$ cat src/rtl/mmsp430_trace_capture.sv
// MSP430 retire-stream trace capture: holds the last retired instruction and
// emits a branch record whenever control flow leaves the sequential path.
module mmsp430_trace_capture #(
  parameter int ADDR_WIDTH = 32
) (
  input  logic                  clk,
  input  logic                  rst_n,
  input  logic                  enable,
  input  logic                  retire,
  input  logic [15:0]           retire_pc,
  input  logic [2:0]            retire_len,
  input  logic                  retire_call,
  input  logic                  retire_ret,
  input  logic                  retire_reti,
  input  logic                  retire_jump,
  output logic                  trace_valid,
  output logic [ADDR_WIDTH-1:0] trace_pc,
  output logic [ADDR_WIDTH-1:0] trace_jbtarget,
  output logic                  trace_jal,
  output logic                  trace_jr,
  output logic [15:0]           rec_count,
  output logic                  err_len
);

  typedef enum logic {
    IDLE = 1'b0,
    PEND = 1'b1
  } state_t;

  state_t      state_q, state_d;
  logic [15:0] pend_pc_q, pend_pc_d;
  logic [2:0]  pend_len_q, pend_len_d;
  logic        pend_call_q, pend_call_d;
  logic        pend_ret_q, pend_ret_d;
  logic        pend_reti_q, pend_reti_d;
  logic        pend_jump_q, pend_jump_d;

  logic        trace_valid_q, trace_valid_d;
  logic [15:0] trace_pc_q, trace_pc_d;
  logic [15:0] trace_jbtarget_q, trace_jbtarget_d;
  logic        trace_jal_q, trace_jal_d;
  logic        trace_jr_q, trace_jr_d;
  logic [15:0] rec_count_q, rec_count_d;
  logic        err_len_q, err_len_d;

  logic        len_ok;
  logic [2:0]  len_norm;
  logic [15:0] expected;
  logic        emit;

  always_comb begin
    len_ok   = (retire_len == 3'd2) || (retire_len == 3'd4) || (retire_len == 3'd6);
    len_norm = len_ok ? retire_len : 3'd2;
    expected = pend_pc_q + {13'd0, pend_len_q};
    emit     = (state_q == PEND) &&
               (pend_call_q || pend_ret_q || pend_reti_q || pend_jump_q ||
                (retire_pc != expected));
  end

  always_comb begin
    state_d          = state_q;
    pend_pc_d        = pend_pc_q;
    pend_len_d       = pend_len_q;
    pend_call_d      = pend_call_q;
    pend_ret_d       = pend_ret_q;
    pend_reti_d      = pend_reti_q;
    pend_jump_d      = pend_jump_q;
    trace_valid_d    = 1'b0;
    trace_pc_d       = trace_pc_q;
    trace_jbtarget_d = trace_jbtarget_q;
    trace_jal_d      = trace_jal_q;
    trace_jr_d       = trace_jr_q;
    rec_count_d      = rec_count_q;
    err_len_d        = err_len_q;

    // Disabling tracing abandons the held instruction outright.
    if (!enable) begin
      state_d     = IDLE;
      pend_pc_d   = 16'd0;
      pend_len_d  = 3'd0;
      pend_call_d = 1'b0;
      pend_ret_d  = 1'b0;
      pend_reti_d = 1'b0;
      pend_jump_d = 1'b0;
    end else if (retire) begin
      if (!len_ok) begin
        err_len_d = 1'b1;
      end
      if (emit) begin
        trace_valid_d    = 1'b1;
        trace_pc_d       = pend_pc_q;
        trace_jbtarget_d = retire_pc;
        trace_jal_d      = pend_call_q;
        trace_jr_d       = pend_ret_q | pend_reti_q;
        rec_count_d      = rec_count_q + 16'd1;
      end
      state_d     = PEND;
      pend_pc_d   = retire_pc;
      pend_len_d  = len_norm;
      pend_call_d = retire_call;
      pend_ret_d  = retire_ret;
      pend_reti_d = retire_reti;
      pend_jump_d = retire_jump;
    end
  end

  always_ff @(posedge clk or negedge rst_n) begin
    if (!rst_n) begin
      state_q          <= IDLE;
      pend_pc_q        <= 16'd0;
      pend_len_q       <= 3'd0;
      pend_call_q      <= 1'b0;
      pend_ret_q       <= 1'b0;
      pend_reti_q      <= 1'b0;
      pend_jump_q      <= 1'b0;
      trace_valid_q    <= 1'b0;
      trace_pc_q       <= 16'd0;
      trace_jbtarget_q <= 16'd0;
      trace_jal_q      <= 1'b0;
      trace_jr_q       <= 1'b0;
      rec_count_q      <= 16'd0;
      err_len_q        <= 1'b0;
    end else begin
      state_q          <= state_d;
      pend_pc_q        <= pend_pc_d;
      pend_len_q       <= pend_len_d;
      pend_call_q      <= pend_call_d;
      pend_ret_q       <= pend_ret_d;
      pend_reti_q      <= pend_reti_d;
      pend_jump_q      <= pend_jump_d;
      trace_valid_q    <= trace_valid_d;
      trace_pc_q       <= trace_pc_d;
      trace_jbtarget_q <= trace_jbtarget_d;
      trace_jal_q      <= trace_jal_d;
      trace_jr_q       <= trace_jr_d;
      rec_count_q      <= rec_count_d;
      err_len_q        <= err_len_d;
    end
  end

  // Addresses live in a 16-bit space; the wider bus is zero-extended.
  assign trace_valid    = trace_valid_q;
  assign trace_pc       = ADDR_WIDTH'(trace_pc_q);
  assign trace_jbtarget = ADDR_WIDTH'(trace_jbtarget_q);
  assign trace_jal      = trace_jal_q;
  assign trace_jr       = trace_jr_q;
  assign rec_count      = rec_count_q;
  assign err_len        = err_len_q;

endmodule

$ cat config.mk
export PLATFORM = sky130hd
export DESIGN_NAME = mmsp430_trace_capture
export DESIGN_NICKNAME = d
export VERILOG_FILES = /design/src/rtl/mmsp430_trace_capture.sv
export SDC_FILE = /design/constraint.sdc
export NUM_CORES = 1
export LEC_CHECK = 0
export ABC_CLOCK_PERIOD_IN_PS = 5130
export BUFFER_PORTS_ARGS = -buffer_cell sky130_fd_sc_hd__buf_2
export CORE_AREA = 2 2 94 96
export DETAILED_ROUTE_END_ITERATION = 10
export DIE_AREA = 0 0 96 98
export GPL_TIMING_DRIVEN = 0
export PLACE_DENSITY = 0.79
export SLEW_MARGIN = 10
export SYNTH_ARGS = -nofsm -noshare
export SYNTH_HDL_FRONTEND = slang
export SYNTH_SLANG_ARGS = --single-unit
$ cat constraint.sdc
create_clock -name clk -period 5.13 [get_ports clk]
set_clock_uncertainty 0.2 [all_clocks]
set_input_delay 0.513 -clock clk [delete_from_list [all_inputs] [get_ports clk]]
set_output_delay 0.513 -clock clk [all_outputs]
set_load 0.01 [all_outputs]
# Word level (Yosys, flattened, before mapping)
# Cells that the tools add are included.
[classes] add_sub_neg=2 eq_ne=5 mux=18 n_bitwise=2 reduce_logical=9
[op_table] cell="16-bit two-way mux" count=2
[op_table] cell="16-bit by 1-bit adder with 16-bit output, second input constant" count=1
[op_table] cell="16-bit by 3-bit adder with 16-bit output" count=1
[op_table] cell="16-bit inequality test" count=1
[op_table] cell="1-bit two-way mux" count=13
[op_table] cell="3-bit two-way mux" count=3
[op_table] cell="3-bit equality test, second input constant" count=2
[op_table] cell="1-bit logical OR" count=6
[op_table] cell="3-bit AND reduction" count=2
[op_table] cell="3-bit by 2-bit equality test with 1-bit output, second input constant" count=1
[op_table] cell="2-bit by 1-bit inequality test with 1-bit output, second input constant" count=1
[op_table] cell="1-bit logical AND" count=1
[op_table] cell="1-bit inverter" count=1
[op_table] cell="1-bit OR" count=1
[word_totals] regBits=76 out_inout_bits=84 wordCells=50

# Longest topological paths before layout
[depth] ltp_word=8 mapped_depth=11

# Worst setup path before layout
# OpenSTA, ideal clock, no wires.
[synth_path] path_type="register to register" startpoint="register pend_pc_q[0]" endpoint="register rec_count_q[1], in the netlist rec_count[1]" t_arrival_ps=2831 required_time_ps=4805 path_slack_ps=1973 stages_incl_launch_ff=12 period_less_slack_ps=3157 cell_sequence="dfrtp_1 -> ha_1 -> fa_1 -> a21o_1 -> and4b_1 -> or3_1 -> a31oi_1 -> nor4_1 -> nand2_2 -> nand4_4 -> buf_12 -> mux2_4"
[synth_via] elab_chain_cells=5
[synth_lines] element="from (decl)" line="31" rtl="logic [15:0] pend_pc_q, pend_pc_d;"
[synth_lines] element="from (signal assigned)" line="125" rtl="pend_pc_q <= pend_pc_d;"
[synth_lines] element="16-bit by 3-bit adder with 16-bit output" line="54" rtl="expected = pend_pc_q + {13'd0, pend_len_q};"
[synth_lines] element="16-bit inequality test" line="57" rtl="(retire_pc != expected));"
[synth_lines] element="1-bit logical OR" line="56" rtl="(pend_call_q || pend_ret_q || pend_reti_q || pend_jump_q ||"
[synth_lines] element="1-bit logical AND" line="55" rtl="emit = (state_q == PEND) &&"
[synth_lines] element="3-bit AND reduction (no line)"
[synth_lines] element="to (signal assigned)" line="136" rtl="rec_count_q <= rec_count_d;"
[synth_lines] element="to (decl)" line="43" rtl="logic [15:0] rec_count_q, rec_count_d;"
# Every way passes these cells.
# A chain may end at the register's enable or synchronous reset.

# Final worst setup path
[layout_path] startpoint="register pend_pc_q[0]" endpoint="register trace_pc_q[11]"
[layout_via] elab_chain_cells=5
[layout_lines] element="16-bit by 3-bit adder with 16-bit output" line="54"
[layout_lines] element="16-bit inequality test" line="57"
[layout_lines] element="1-bit logical OR" line="56"
[layout_lines] element="1-bit logical AND" line="55"
[layout_lines] element="3-bit AND reduction (no line)"
[layout_lines] element="to (signal assigned)" line="132" rtl="trace_pc_q <= trace_pc_d;"
[layout_lines] element="to (decl)" line="39" rtl="logic [15:0] trace_pc_q, trace_pc_d;"
# Every way passes these cells.

==> flow_summary.toml <==
[worst_setup_path]
critical_path_class = "flip-flop to flip-flop"
start_kind = "flip-flop"
r2r_cells = 11
crit_chain = "ha_1, fa_1, a21o_1, and2_1, nor4_1, nor4_1, nor4_1, nand2_2, nand4_4, buf_12, mux2_4"
critPathMaxStageDelay_ps = 430
cp.depth = 11
cp.required_ps = 5140
crit_fanout = 10
setup.worst_path.end_class = "flip-flop"
cp_data_arrival_time_ps = 3670
critPathSlowestCell = "fa_1"
path_buf_inv = 1
crit_path_frequent_cell = "nor4_1"
cp_top_family = "simple AND/OR/NAND/NOR gates"

[power_and_ir_drop]
pwr_density_cell_mw_per_mm2 = 321.8
p_leak_nw = 2.683
pwr-share-seq_pct = 44.4
p_sw_mw = 0.4302
switching_share_pct = 26.29
pwr-share-clk_pct = 34.5
ir_worst_vdd_v = 0.0002257
power_frac_comb_pct = 21.1
power.internal_mw = 1.206

[floorplanning]
die_w_um = 96
fp.coreArea_mm2 = 0.008466
start_util_pct = 49.22
io_pins = 111
die_h_um = 98
row_count = 34
die_area_mm2 = 0.009408

[timing]
drv_slew = 0
worstMarginPinSlew_ps = 828.9
max_slew_margin_pct = 44.74
hold_viol = 0
finalCritPeriodShare_pct = 71.34
rsz0062_at_grt = "no"
period_needed_ps = 3660
fin_ws_ps = 1470
timing.fmax_mhz = 273.2
setup_violations = 0
setup-tns-final_ps = 0

[clock_network]
cts_tree = "built"
cts_buffers = 9
htree_num_levels = 3
root_buffer = "clkbuf_8"
clock_latency_ps = 340
cts_num_sinks = 76
clkTransAtPathRegs_ps = 80
clock_path_buffers = 2

[placement]
place_ws_ps = 1483
port_buffers = 77
place_hpwl_um = 6576
placed_cell_area_mm2 = 0.004826
dp.cells = 571
gp_congestion = 0.8139

[yosys]
synth-edff-count = 0
yosys-top-cells-count = "dfrtp_1, buf_4, mux2_4"
yosysWarnings = 0
synth.most_common_cell = "dfrtp_1"
ys_types = 51
synth_area_mm2 = 0.004166
ys_async_sr_fraction_pct = 100.0
synth_top_area_share_pct = 45.65
synthesis.instances = 354
synth_ff_type = "dfrtp_1"
synth_area_leaders = "dfrtp_1, mux2_4, mux2i_1"
synth_area_leader_cell = "dfrtp_1"
synth-seq-cells = 76
ys_seq_area_share_pct = 45.65
avgSynthCellArea_um2 = 11.77

[cells_and_area]
n_fill_cell = 738
final_nets = 507
fin_cells = 588
stdcell_area_mm2 = 0.005086
regArea_mm2 = 0.001902
multi_input_area_mm2 = 0.002012
syn2layout_area_growth_pct = 22.07
drive_above_1_share_pct = 36.04
diodes = 0

[route]
drc_errors = 0
drt_first_pass_iters = 4
top_layer_used = "met4"
wl_met2_um = 4395
vias = 3002
drt_iter0_drc = 189
wl_met1_um = 3988
detail-route-antenna-nets = 0
wl_per_cell_um = 15.14
drt-total-wl_um = 8902
met3WireLength_um = 428
vias_per_cell = 5.105

[global_route]
antenna_found_initial = 0
grt_overflow = 0
grt_use_total_pct = 19.59
grt_pass1_wl_um = 14440
grt_max_degree = 45
grt_pass1_vias = 2956

[min_path]
whs_path_depth = 3
hold_class = "input pin to flip-flop"

[run_status]
outcome = "finished, final reports clean"

[flow_run]
max_cap_violations = 0
==> cell families after synthesis <==
group	Yosys count	share of synthesized area, %
simple gates	103	15.14
xor+xnor	31	6.517
flops	76	45.65
other cells	1	0.09000
compound gates	28	4.685
mux	58	17.39
buf+inv	52	8.859
fa+ha+maj	5	1.682
==> cell usage in the layout (no fill, tap or decap), drive strengths merged, types with 2 or more instances in the layout <==
cell and instances:
a21o 2, nor2b 21, conb 32, clkbuf 16, bufinv 3, and4 3
dfrtp 76, a211oi 2, nand2 12, nor2 5, nand3 15, and3 18
inv 5, a21oi 6, and2 4, nor4 7, a21boi 2, xor2 7
buf 121, ha 4, nor3b 2, mux2 34, mux2i 24, xnor2 24
and3b 2, a31oi 4, o21ai 4, nand4 8
==> path summary, 6_finish.rpt <==
kind,from,endpoint,slack (ps)
worst max-delay path,pend_pc_q[0],trace_pc_q[11],1470
worst min-delay path,retire_reti,pend_reti_q,250
worst min register to register,rec_count[15],rec_count[15],270
worst max register to register,pend_pc_q[0],trace_pc_q[11],1470
min in group asynchronous,rst_n,pend_pc_q[6],460
max in group asynchronous,rst_n,pend_len_q[0],3690
==> power groups by stage <==
stage / logic (mW) / registers [mW] / clock network, mW
finish: 0.346 / 0.727 / 0.564
global route: 0.377 / 0.738 / 0.602
CTS: 0.349 / 0.728 / 0.577
detailed placement: 0.347 / 0.738 / 0
global placement: 0.336 / 0.734 / 0
floorplan: 0.187 / 0.763 / 0
==> sequential cells by signal (all words and copies together) (netlist names), 3 cells and up <==
register,count
pend_len_q,3
pend_pc_q,16
rec_count,16
trace_jbtarget_q,16
trace_pc_q,16
==> worst reg2reg max path: stages (launching register included) <==
cell     delay [ps]
dfrtp_1         410
ha_1            260
fa_1            430
a21o_1          300
and2_1          220
nor4_1          330
nor4_1          110
nor4_1          310
nand2_2         190
nand4_4         270
buf_12          200
mux2_4          310
==> per-layer routing <==
metal  vias to the layer above  global-route usage, %
met5                         -                      0
met1                      1487                  27.77
met3                         8                  3.086
li1                       1418                      -
met2                        89                  30.77
met4                         0                  6.154
==> stage by stage <==
stage | total power [mW] | utilization, % | hold slack [ps]
4_1_cts | 1.653 | 60.08 | 238.2
3_5_place_dp | 1.085 | 57.01 | 264.8
6_report | 1.637 | 60.08 | 250.2
3_3_place_gp | 1.070 | 56.74 | 250.6
2_1_floorplan | 0.9496 | - | 17.41
5_1_grt | 1.717 | 60.08 | 250.5
==> final cells by class <==
type / instances / share of cell area (%)
repair buffers: 79 / 8.216
clock inverters: 4 / 1.870
inverters: 5 / 0.3690
plain buffers: 47 / 6.888
well taps: 108 / 2.657
multi-input cells: 257 / 39.56
flip-flops and latches: 76 / 37.39
clock buffers: 12 / 3.050
==> timing repair <==
item | CTS | global route
hold endpoints to repair | 32 | 0
hold buffers | 1 | 0
setup buffers | 0 | 0
gates resized for setup | 0 | 0
No activity file was read; power rests on OpenSTA's default activity.
